`src/rtl/kzg_pkg.sv`:
```
// Shared types and helpers for the K_ZG frame accumulator.
// Saturating add is evaluated at a fixed wide width and clamped to w bits.
package kzg_pkg;

    localparam int Q16_FRAC = 16;
    localparam int SAT_MAXW = 64;

    typedef enum logic [0:0] {
        ACC  = 1'b0,
        HOLD = 1'b1
    } kzg_state_e;

    typedef struct packed {
        logic signed [SAT_MAXW-1:0] sum;
        logic                       ovf;
    } sat_res_t;

    // a and b must already be sign-extended; w <= SAT_MAXW-1 keeps a+b exact
    function automatic sat_res_t sat_add(
        input logic signed [SAT_MAXW-1:0] a,
        input logic signed [SAT_MAXW-1:0] b,
        input int                         w
    );
        sat_res_t                   r;
        logic signed [SAT_MAXW-1:0] s;
        logic signed [SAT_MAXW-1:0] hi;
        logic signed [SAT_MAXW-1:0] lo;
        s     = a + b;
        hi    = (SAT_MAXW'(1) << (w - 1)) - SAT_MAXW'(1);
        lo    = ~hi;
        r.sum = s;
        r.ovf = 1'b0;
        if (s > hi) begin
            r.sum = hi;
            r.ovf = 1'b1;
        end else if (s < lo) begin
            r.sum = lo;
            r.ovf = 1'b1;
        end
        return r;
    endfunction

endpackage

```
`src/rtl/kzg_frame_accumulator_lane.sv`:
```
// One signed saturating accumulator lane with sticky overflow.
// Clear wins over enable; the flag only drops on clear or reset.
module sat_acc_lane
    import kzg_pkg::*;
#(
    parameter int IN_WIDTH  = 32,
    parameter int ACC_WIDTH = 40
) (
    input  logic                 clk,
    input  logic                 rst,
    input  logic                 clear,
    input  logic                 en,
    input  logic [IN_WIDTH-1:0]  din,
    output logic [ACC_WIDTH-1:0] acc,
    output logic                 ovf
);

    sat_res_t res;
    logic     res_unused;

    always_comb begin
        res = sat_add(
            {{(SAT_MAXW-ACC_WIDTH){acc[ACC_WIDTH-1]}}, acc},
            {{(SAT_MAXW-IN_WIDTH){din[IN_WIDTH-1]}}, din},
            ACC_WIDTH
        );
    end

    // upper bits are only a sign copy once clamped
    assign res_unused = ^res.sum[SAT_MAXW-1:ACC_WIDTH];

    always_ff @(posedge clk or posedge rst) begin
        if (rst) begin
            acc <= '0;
            ovf <= 1'b0;
        end else if (clear) begin
            acc <= '0;
            ovf <= 1'b0;
        end else if (en) begin
            acc <= res.sum[ACC_WIDTH-1:0];
            ovf <= ovf | res.ovf;
        end
    end

endmodule

```
`src/rtl/kzg_frame_accumulator.sv`:
```
// Accumulates N_POINTS K_ZG gradient triples and hands off the
// saturated frame sums on a valid/ready port.
module kzg_frame_accumulator
    import kzg_pkg::*;
#(
    parameter int IN_WIDTH  = 32,
    parameter int ACC_WIDTH = 40,
    parameter int N_POINTS  = 64,
    parameter int CNT_WIDTH = $clog2(N_POINTS + 1)
) (
    input  logic                 clk,
    input  logic                 rst,
    input  logic                 clear,
    input  logic                 in_valid,
    output logic                 in_ready,
    input  logic [IN_WIDTH-1:0]  kzg_x,
    input  logic [IN_WIDTH-1:0]  kzg_y,
    input  logic [IN_WIDTH-1:0]  kzg_z,
    output logic                 out_valid,
    input  logic                 out_ready,
    output logic [ACC_WIDTH-1:0] sum_x,
    output logic [ACC_WIDTH-1:0] sum_y,
    output logic [ACC_WIDTH-1:0] sum_z,
    output logic                 sum_ovf,
    output logic [15:0]          frame_cnt
);

    kzg_state_e           state;
    logic [CNT_WIDTH-1:0] cnt;
    logic                 accept;
    logic                 last;
    logic                 hs;
    logic                 lane_clr;
    logic [2:0]           ovf_l;

    assign in_ready  = (state == ACC);
    assign out_valid = (state == HOLD);

    // clear drops a coincident sample and a coincident handshake
    assign accept   = in_valid & in_ready & ~clear;
    assign last     = accept & (cnt == CNT_WIDTH'(N_POINTS - 1));
    assign hs       = out_valid & out_ready & ~clear;
    assign lane_clr = clear | hs;

    always_ff @(posedge clk or posedge rst) begin
        if (rst) begin
            state <= ACC;
        end else if (clear || hs) begin
            state <= ACC;
        end else if (last) begin
            state <= HOLD;
        end
    end

    always_ff @(posedge clk or posedge rst) begin
        if (rst) begin
            cnt <= '0;
        end else if (lane_clr) begin
            cnt <= '0;
        end else if (accept) begin
            cnt <= cnt + CNT_WIDTH'(1);
        end
    end

    always_ff @(posedge clk or posedge rst) begin
        if (rst) begin
            frame_cnt <= '0;
        end else if (hs) begin
            frame_cnt <= frame_cnt + 16'd1;
        end
    end

    sat_acc_lane #(
        .IN_WIDTH  (IN_WIDTH),
        .ACC_WIDTH (ACC_WIDTH)
    ) lane_x (
        .clk   (clk),
        .rst   (rst),
        .clear (lane_clr),
        .en    (accept),
        .din   (kzg_x),
        .acc   (sum_x),
        .ovf   (ovf_l[0])
    );

    sat_acc_lane #(
        .IN_WIDTH  (IN_WIDTH),
        .ACC_WIDTH (ACC_WIDTH)
    ) lane_y (
        .clk   (clk),
        .rst   (rst),
        .clear (lane_clr),
        .en    (accept),
        .din   (kzg_y),
        .acc   (sum_y),
        .ovf   (ovf_l[1])
    );

    sat_acc_lane #(
        .IN_WIDTH  (IN_WIDTH),
        .ACC_WIDTH (ACC_WIDTH)
    ) lane_z (
        .clk   (clk),
        .rst   (rst),
        .clear (lane_clr),
        .en    (accept),
        .din   (kzg_z),
        .acc   (sum_z),
        .ovf   (ovf_l[2])
    );

    assign sum_ovf = |ovf_l;

endmodule

```
`config.mk`:
```
export PLATFORM = sky130hd
export DESIGN_NAME = kzg_frame_accumulator
export DESIGN_NICKNAME = d
export VERILOG_FILES = /design/src/rtl/kzg_pkg.sv /design/src/rtl/kzg_frame_accumulator_lane.sv /design/src/rtl/kzg_frame_accumulator.sv
export SDC_FILE = /design/constraint.sdc
export NUM_CORES = 1
export LEC_CHECK = 0
export CELL_PAD_IN_SITES_DETAIL_PLACEMENT = 0
export CELL_PAD_IN_SITES_GLOBAL_PLACEMENT = 1
export CORE_ASPECT_RATIO = 0.9
export CORE_UTILIZATION = 40
export DETAILED_ROUTE_END_ITERATION = 8
export PLACE_DENSITY_LB_ADDON = 0.1
export SETUP_SLACK_MARGIN = 0.02
export SYNTH_ARGS = -nofsm -noshare
export SYNTH_HDL_FRONTEND = slang
export SYNTH_SLANG_ARGS = --single-unit
```
`constraint.sdc`:
```
create_clock -name clk -period 10.3 [get_ports clk]
set_input_delay 1.03 -clock clk [delete_from_list [all_inputs] [get_ports clk]]
set_output_delay 1.03 -clock clk [all_outputs]
set_load 0.05 [all_outputs]
```
* After elaboration in Yosys (flattened, before gate mapping)
Index checks and enable logic that the tools add are counted.
** Storage, ports and cells
- Register bits :: 147
- Latch bits :: 0
- RAM bits :: 0
- ROM bits :: 0
- Input port bits :: 101
- Output and inout port bits :: 139
- Logic and storage cells :: 58
- Memories :: 0
** Cells by class
- $add $sub $neg :: 5
- $mul :: 0
- Div/mod/pow operators :: 0
- Magnitude comparators :: 6
- Equal/unequal tests :: 1
- Shift operators :: 0
- Mux-type cells :: 22
- Bitwise operators :: 11
- Reductions and logical operators :: 4
** Operators with widths (number)
- $mux W41 :: 6
- $mux W40 :: 6
- $add A40 B32 Y41 :: 3
- $gt A41 B40 Y1 const B :: 3
- $lt A41 B40 Y1 const B :: 3
- $add A16 B1 Y16 const B :: 1
- $mux W7 :: 2
- $mux W1 :: 8
- $add A7 B1 Y7 const B :: 1
- $eq A7 B6 Y1 const B :: 1
- $and A1 B1 Y1 :: 5
- $or A1 B1 Y1 :: 4
- $reduce_bool A2 Y1 :: 2
- $reduce_or A3 Y1 :: 1
- $not A1 Y1 :: 2
- $logic_or A1 B1 Y1 :: 1

* Depth between registers and ports, before layout
- Word-level depth :: 7
- Gate-level depth with buffers :: 15
- Mapped depth without buffers :: 13

* Hierarchy
From an unflattened synthesis, not the netlist that was laid out.
** Unflattened totals
- Cell total of the unflattened synthesis :: 1400
- Area total of the unflattened synthesis :: 12742.2 um^2
** By module, submodules not included
- sat_acc_lane at lane_y ... :: instances 2, cells an instance 427, area each 3837.4 um^2, seq. area each 1026.0 um^2
- sat_acc_lane at lane_x :: instances 1, cells an instance 440, area each 3922.5 um^2, seq. area each 1026.0 um^2
- kzg_frame_accumulator :: instances 1, cells an instance 106, area each 1144.8 um^2, seq. area each 600.6 um^2

* Worst setup path after synthesis
Ideal clock, no wire load.
- Path kind :: in2reg
- Start :: in kzg_y[1]
- End :: reg lane_y.acc[23]
- Library setup time :: 126 ps
- Arrival time :: 3607 ps
- Required time :: 10174 ps
- Setup slack :: 6567 ps
- Stages :: 13
- Path buffers :: 2
- Path through :: ha_1 a211oi_2 o21ai_1 o2111a_1 o21ai_2 o21ai_2 a211o_1 a31oi_4 xor2_2 nor3_1 buf_6 buf_4 a221o_1
** Between the ends
- Word-level cells in the longest chain between the ends :: 6
- Elaborated cells between the ends (all ways) :: 7
- Those cells by class :: add/sub: 1; order compare: 2; mux: 4
** RTL lines
- from (decl) :: line kzg_frame_accumulator.sv:17 : input logic [IN_WIDTH-1:0] kzg_y,
- $add A40 B32 Y41 * :: line kzg_pkg.sv:28 : s = a + b;
- $lt A41 B40 Y1 :: line kzg_pkg.sv:36 : end else if (s < lo) begin
- $mux W41 :: line kzg_pkg.sv:36
- $mux W41 * :: line kzg_pkg.sv:33 : if (s > hi) begin
- $mux W40 * :: line kzg_frame_accumulator_lane.sv:39 : end else if (en) begin
- $mux W40 * :: line kzg_frame_accumulator_lane.sv:36 : end else if (clear) begin
- to (signal assigned) :: line kzg_frame_accumulator_lane.sv:40 : acc <= res.sum[ACC_WIDTH-1:0];
- to (decl) :: line kzg_frame_accumulator_lane.sv:14 : output logic [ACC_WIDTH-1:0] acc,
Mark *: on every way between the ends. The rest lies on a longest branch, timed or not. The select of a mux whose other input is x is not followed.
A chain may end at the register's enable or synchronous reset.

* Worst setup path after layout
- Start :: in kzg_y[0]
- End :: reg lane_y.acc[9]
Same word-level chain as after synthesis.

==> impl_summary.md <==
Finish
At the end of the flow, the number of nets in the layout was 1781. 0 antenna diodes ended up in the layout. Once layout is complete, the utilization of the core stands at 52.5%. Of the cells placed in the final design, the portion with a size suffix greater than 1 is 4.47%.

Relative to the synthesized area, the layout overhead comes to 27.4%. The number of fillers in the final layout is 2767. After the flow finishes, the layout carries non-filler instances totaling 1963.

Setup path
The largest single stage delay on the critical path is 770 ps. The critical path is of the in -> reg type. The largest fanout on the critical path is 27. The critical path required time is 10670 ps. The slowest cell on the critical path is nor3_2. The kind of start point of the critical path is an input port.

STA puts the critical path data arrival time at 4970 ps. The critical path goes through clkdlybuf4s50_1, ha_1, inv_1, fa_1, nor2b_1, o211ai_1, a211oi_1, o31a_1, o211ai_1, a21oi_1, o22ai_1, nor3_2, buf_4, a221o_1. In this design, the critical path's most frequently occurring cell is o211ai_1.

The type of element capturing the critical path is a flop.

STA
The final-report max-slew violation count was 0. The worst pin sits at a relative slew slack of 36.8%. The measured slew at the worst slew-check pin is 948 ps.

The total negative slack is 0 ps. Setup violations remaining at the end of the flow were counted as 0. The final critical delay including setup and external delays is 4600 ps. The worst-case setup margin in the final layout is 5700 ps.

Setup repair after global routing left no endpoint under its margin. The fmax is 217 MHz. The final critical-path share of the clock period is 44.7%. The total count of hold-check failures in the final report is 0. The clock skew is 15.1 ps.

Global route
After global routing, the most crowded layer is met2. The number of antenna violations at the first check in global routing is 0. The routing usage on met3 is 4.20%.

The total global routing track utilization is 22.8%. The met2 demand-to-capacity share in global routing is 36.7%. Entering global routing, the biggest net connects 81 pins. The first global-routing pass estimated 56800 um of wire. Global routing finished with a remaining overflow of 0. The met1 routing resource usage after global routing is 31.1%. The via count of the first global-routing pass was 11200.

Floorplan
The floorplan has 59 rows. The height of the die is 167 um. During I/O placement, the number of pins put on the boundary was 240. The core outline area is 0.0293 mm2. The die covers 0.0309 mm2. The effective utilization at floorplan is 41.2%. The horizontal die dimension is 185 um.

Synth
dfrtp_1 takes more of the synthesized area than any other cell. Counting every net in the synthesized netlist gives 1571. In the synthesized netlist the async set-or-reset flop fraction comes to 100%.

The leading register cell type out of synthesis is dfrtp_1. In the synthesized netlist, the number of instances is 1345. The most frequently used cell type in the post-synthesis netlist is dfrtp_1.

After synthesis, the netlist uses 71 different library cells. The count of flip-flops with a built-in enable after synthesis is 0. In this run the biggest area consumer among cell types represents 30.5% of the synthesized area. After synthesis, the mean cell area works out to 8.98 um2. The share of the Yosys chip area taken by registers is 30.5%. The flop and latch count out of synthesis is 147. The synthesis warning total is 0. The synthesized area is 0.0121 mm2. After synthesis, the cell types taking the most area are dfrtp_1 (30%), ha_1 (13%), a221o_1 (9.2%). The commonest cells after synthesis are dfrtp_1 (147), a21oi_1 (137), ha_1 (122), nand2_1 (121), a221o_1 (111).

CTS
The maximum root-to-sink buffer count is 2. The count of instances resized after the clock tree is built is 0. The number of hold buffers added after CTS was 0. The level count of the clock H-tree is 4.

The insertion delay to the later sink of the worst-skew pair is 440 ps. TritonCTS built the clock tree. The CTS buffer count is 17. The post-CTS repair timing setup buffer count is 0. For this design, the sink count on the clock tree is 147. CTS placed an instance of clkbuf_16 at the clock tree root. Clock-pin slew was measured on the worst setup and hold paths at 70 ps.

Power
Power spread over the standard cell area amounts to 322 mW/mm2. In this run the static leakage power is 6.89 nW. IR analysis of the VDD net gives a maximum drop of 154 uV. The overall power is 0.00495 W.

Drt
In this run, the number of DRC markers left after iteration 0 of detailed routing was 608. In the routed layout, each cell is associated on average with a via count of 5.69. The detail route stage leaves a number of antenna-violating nets equal to 0. The routed length per placed instance is 17.8 um. The residual DRC count is 0.

The detailed-routing iteration count for the pre-antenna-repair pass is 6. After detailed routing, the total wire length is 34900 um. The final route contains 11200 vias.

Placed design
The worst slack after detailed placement is 5270 ps. The estimated wirelength of the detail-placed design is 25700 um. Counting tap cells, the placed design contains a total of 1932 instances. The final weighted congestion of routability-driven global placement is 0.859. During placement, the flow inserted port buffers numbering 239.

Job
The tool flagged a number of max-cap violations equal to 0.

Worst hold path
The class of the worst hold path is reg -> reg.

Outcome
The run finished with clean final reports.
[registers in the layout (all words and copies together) (netlist names)]
name / count
lane_x.acc: 40
lane_y.acc: 40
lane_z.acc: 40
frame_cnt: 16
cnt: 7
lane_x.ovf: 1
lane_y.ovf: 1
lane_z.ovf: 1
out_valid: 1
[cell type report]
| cell class | count | area, um2 | share of cell area, % |
|---|---|---|---|
| inverter | 44 | 170 | 1.11 |
| timing repair buffer | 248 | 2460 | 16.0 |
| clock buffer | 20 | 447 | 2.90 |
| sequential | 147 | 3680 | 23.9 |
| multi-input combinational | 1097 | 7980 | 51.9 |
| clock inverter | 11 | 154 | 1.00 |
| tap | 396 | 495 | 3.22 |
[power breakdown]
part	switching, W	internal (W)	leakage, nW
Sequential	0.000184	0.000779	1.94
Combinational	0.00204	0.00129	4.66
Clock	0.000267	0.000389	0.287
[critical path: cells and delay by family]
kind	cells	cell delay (ps)
AO/OA/AOI/OAI	7	1400
adder cells (fa/ha/maj)	2	610
buffers and inverters	3	980
AND/OR/NAND/NOR	2	940
[path summary, 6_finish.rpt]
path	endpoint	depth (start not counted)	from	slack, ps
setup / recovery	lane_y.acc[9]	14	kzg_y[0]	5700
hold / removal	frame_cnt[15]	1	frame_cnt[15]	470
setup reg to reg	lane_y.acc[9]	13	lane_y.acc[0]	6310
hold reg to reg	frame_cnt[15]	1	frame_cnt[15]	470
max in group asynchronous	lane_y.acc[1]	3	rst	7700
min in group asynchronous	lane_y.acc[23]	2	rst	1130
[through the flow]
step	instance area [um2]	hold slack, ps
5_1_grt	15400	493
2_1_floorplan	12100	443
4_1_cts	15400	478
6_report	15400	473
3_3_place_gp	14800	461
3_5_place_dp	14800	467
[metal layers]
metal	part of all wire (%)	wire length, um
met1	48	16800
met2	46	16000
met3	4.7	1650
met4	1.4	487
met5	0	0
[cell families (layout without fill, tap and decap cells)]
family                   after synthesis  in the layout  synth area share, %
AO/OA/AOI/OAI                        494            494                 29.4
AND/OR/NAND/NOR                      339            339                 13.0
flip-flops                           147            147                 30.5
multiplexers                           2              2                0.176
buffers and inverters                101            323                 3.64
XOR/XNOR                             133            133                 9.77
adder cells (fa/ha/maj)              129            129                 13.5
[layout by cell type (no fill, tap or decap), drive strengths merged, types with 8 or more instances in the layout]
cell type / instances
xnor2: 78
nor2b: 15
or2: 8
nand2: 121
xor2: 55
o21ai: 75
dfrtp: 147
ha: 122
nor2: 84
a221o: 111
nand3: 32
clkdlybuf4s50: 239
a31oi: 12
o21a: 15
buf: 9
clkbuf: 20
a21o: 41
inv: 46
nand4: 21
a21oi: 145
o21bai: 25
nor3: 23
Note: power is estimated with default switching activity, not from simulation.
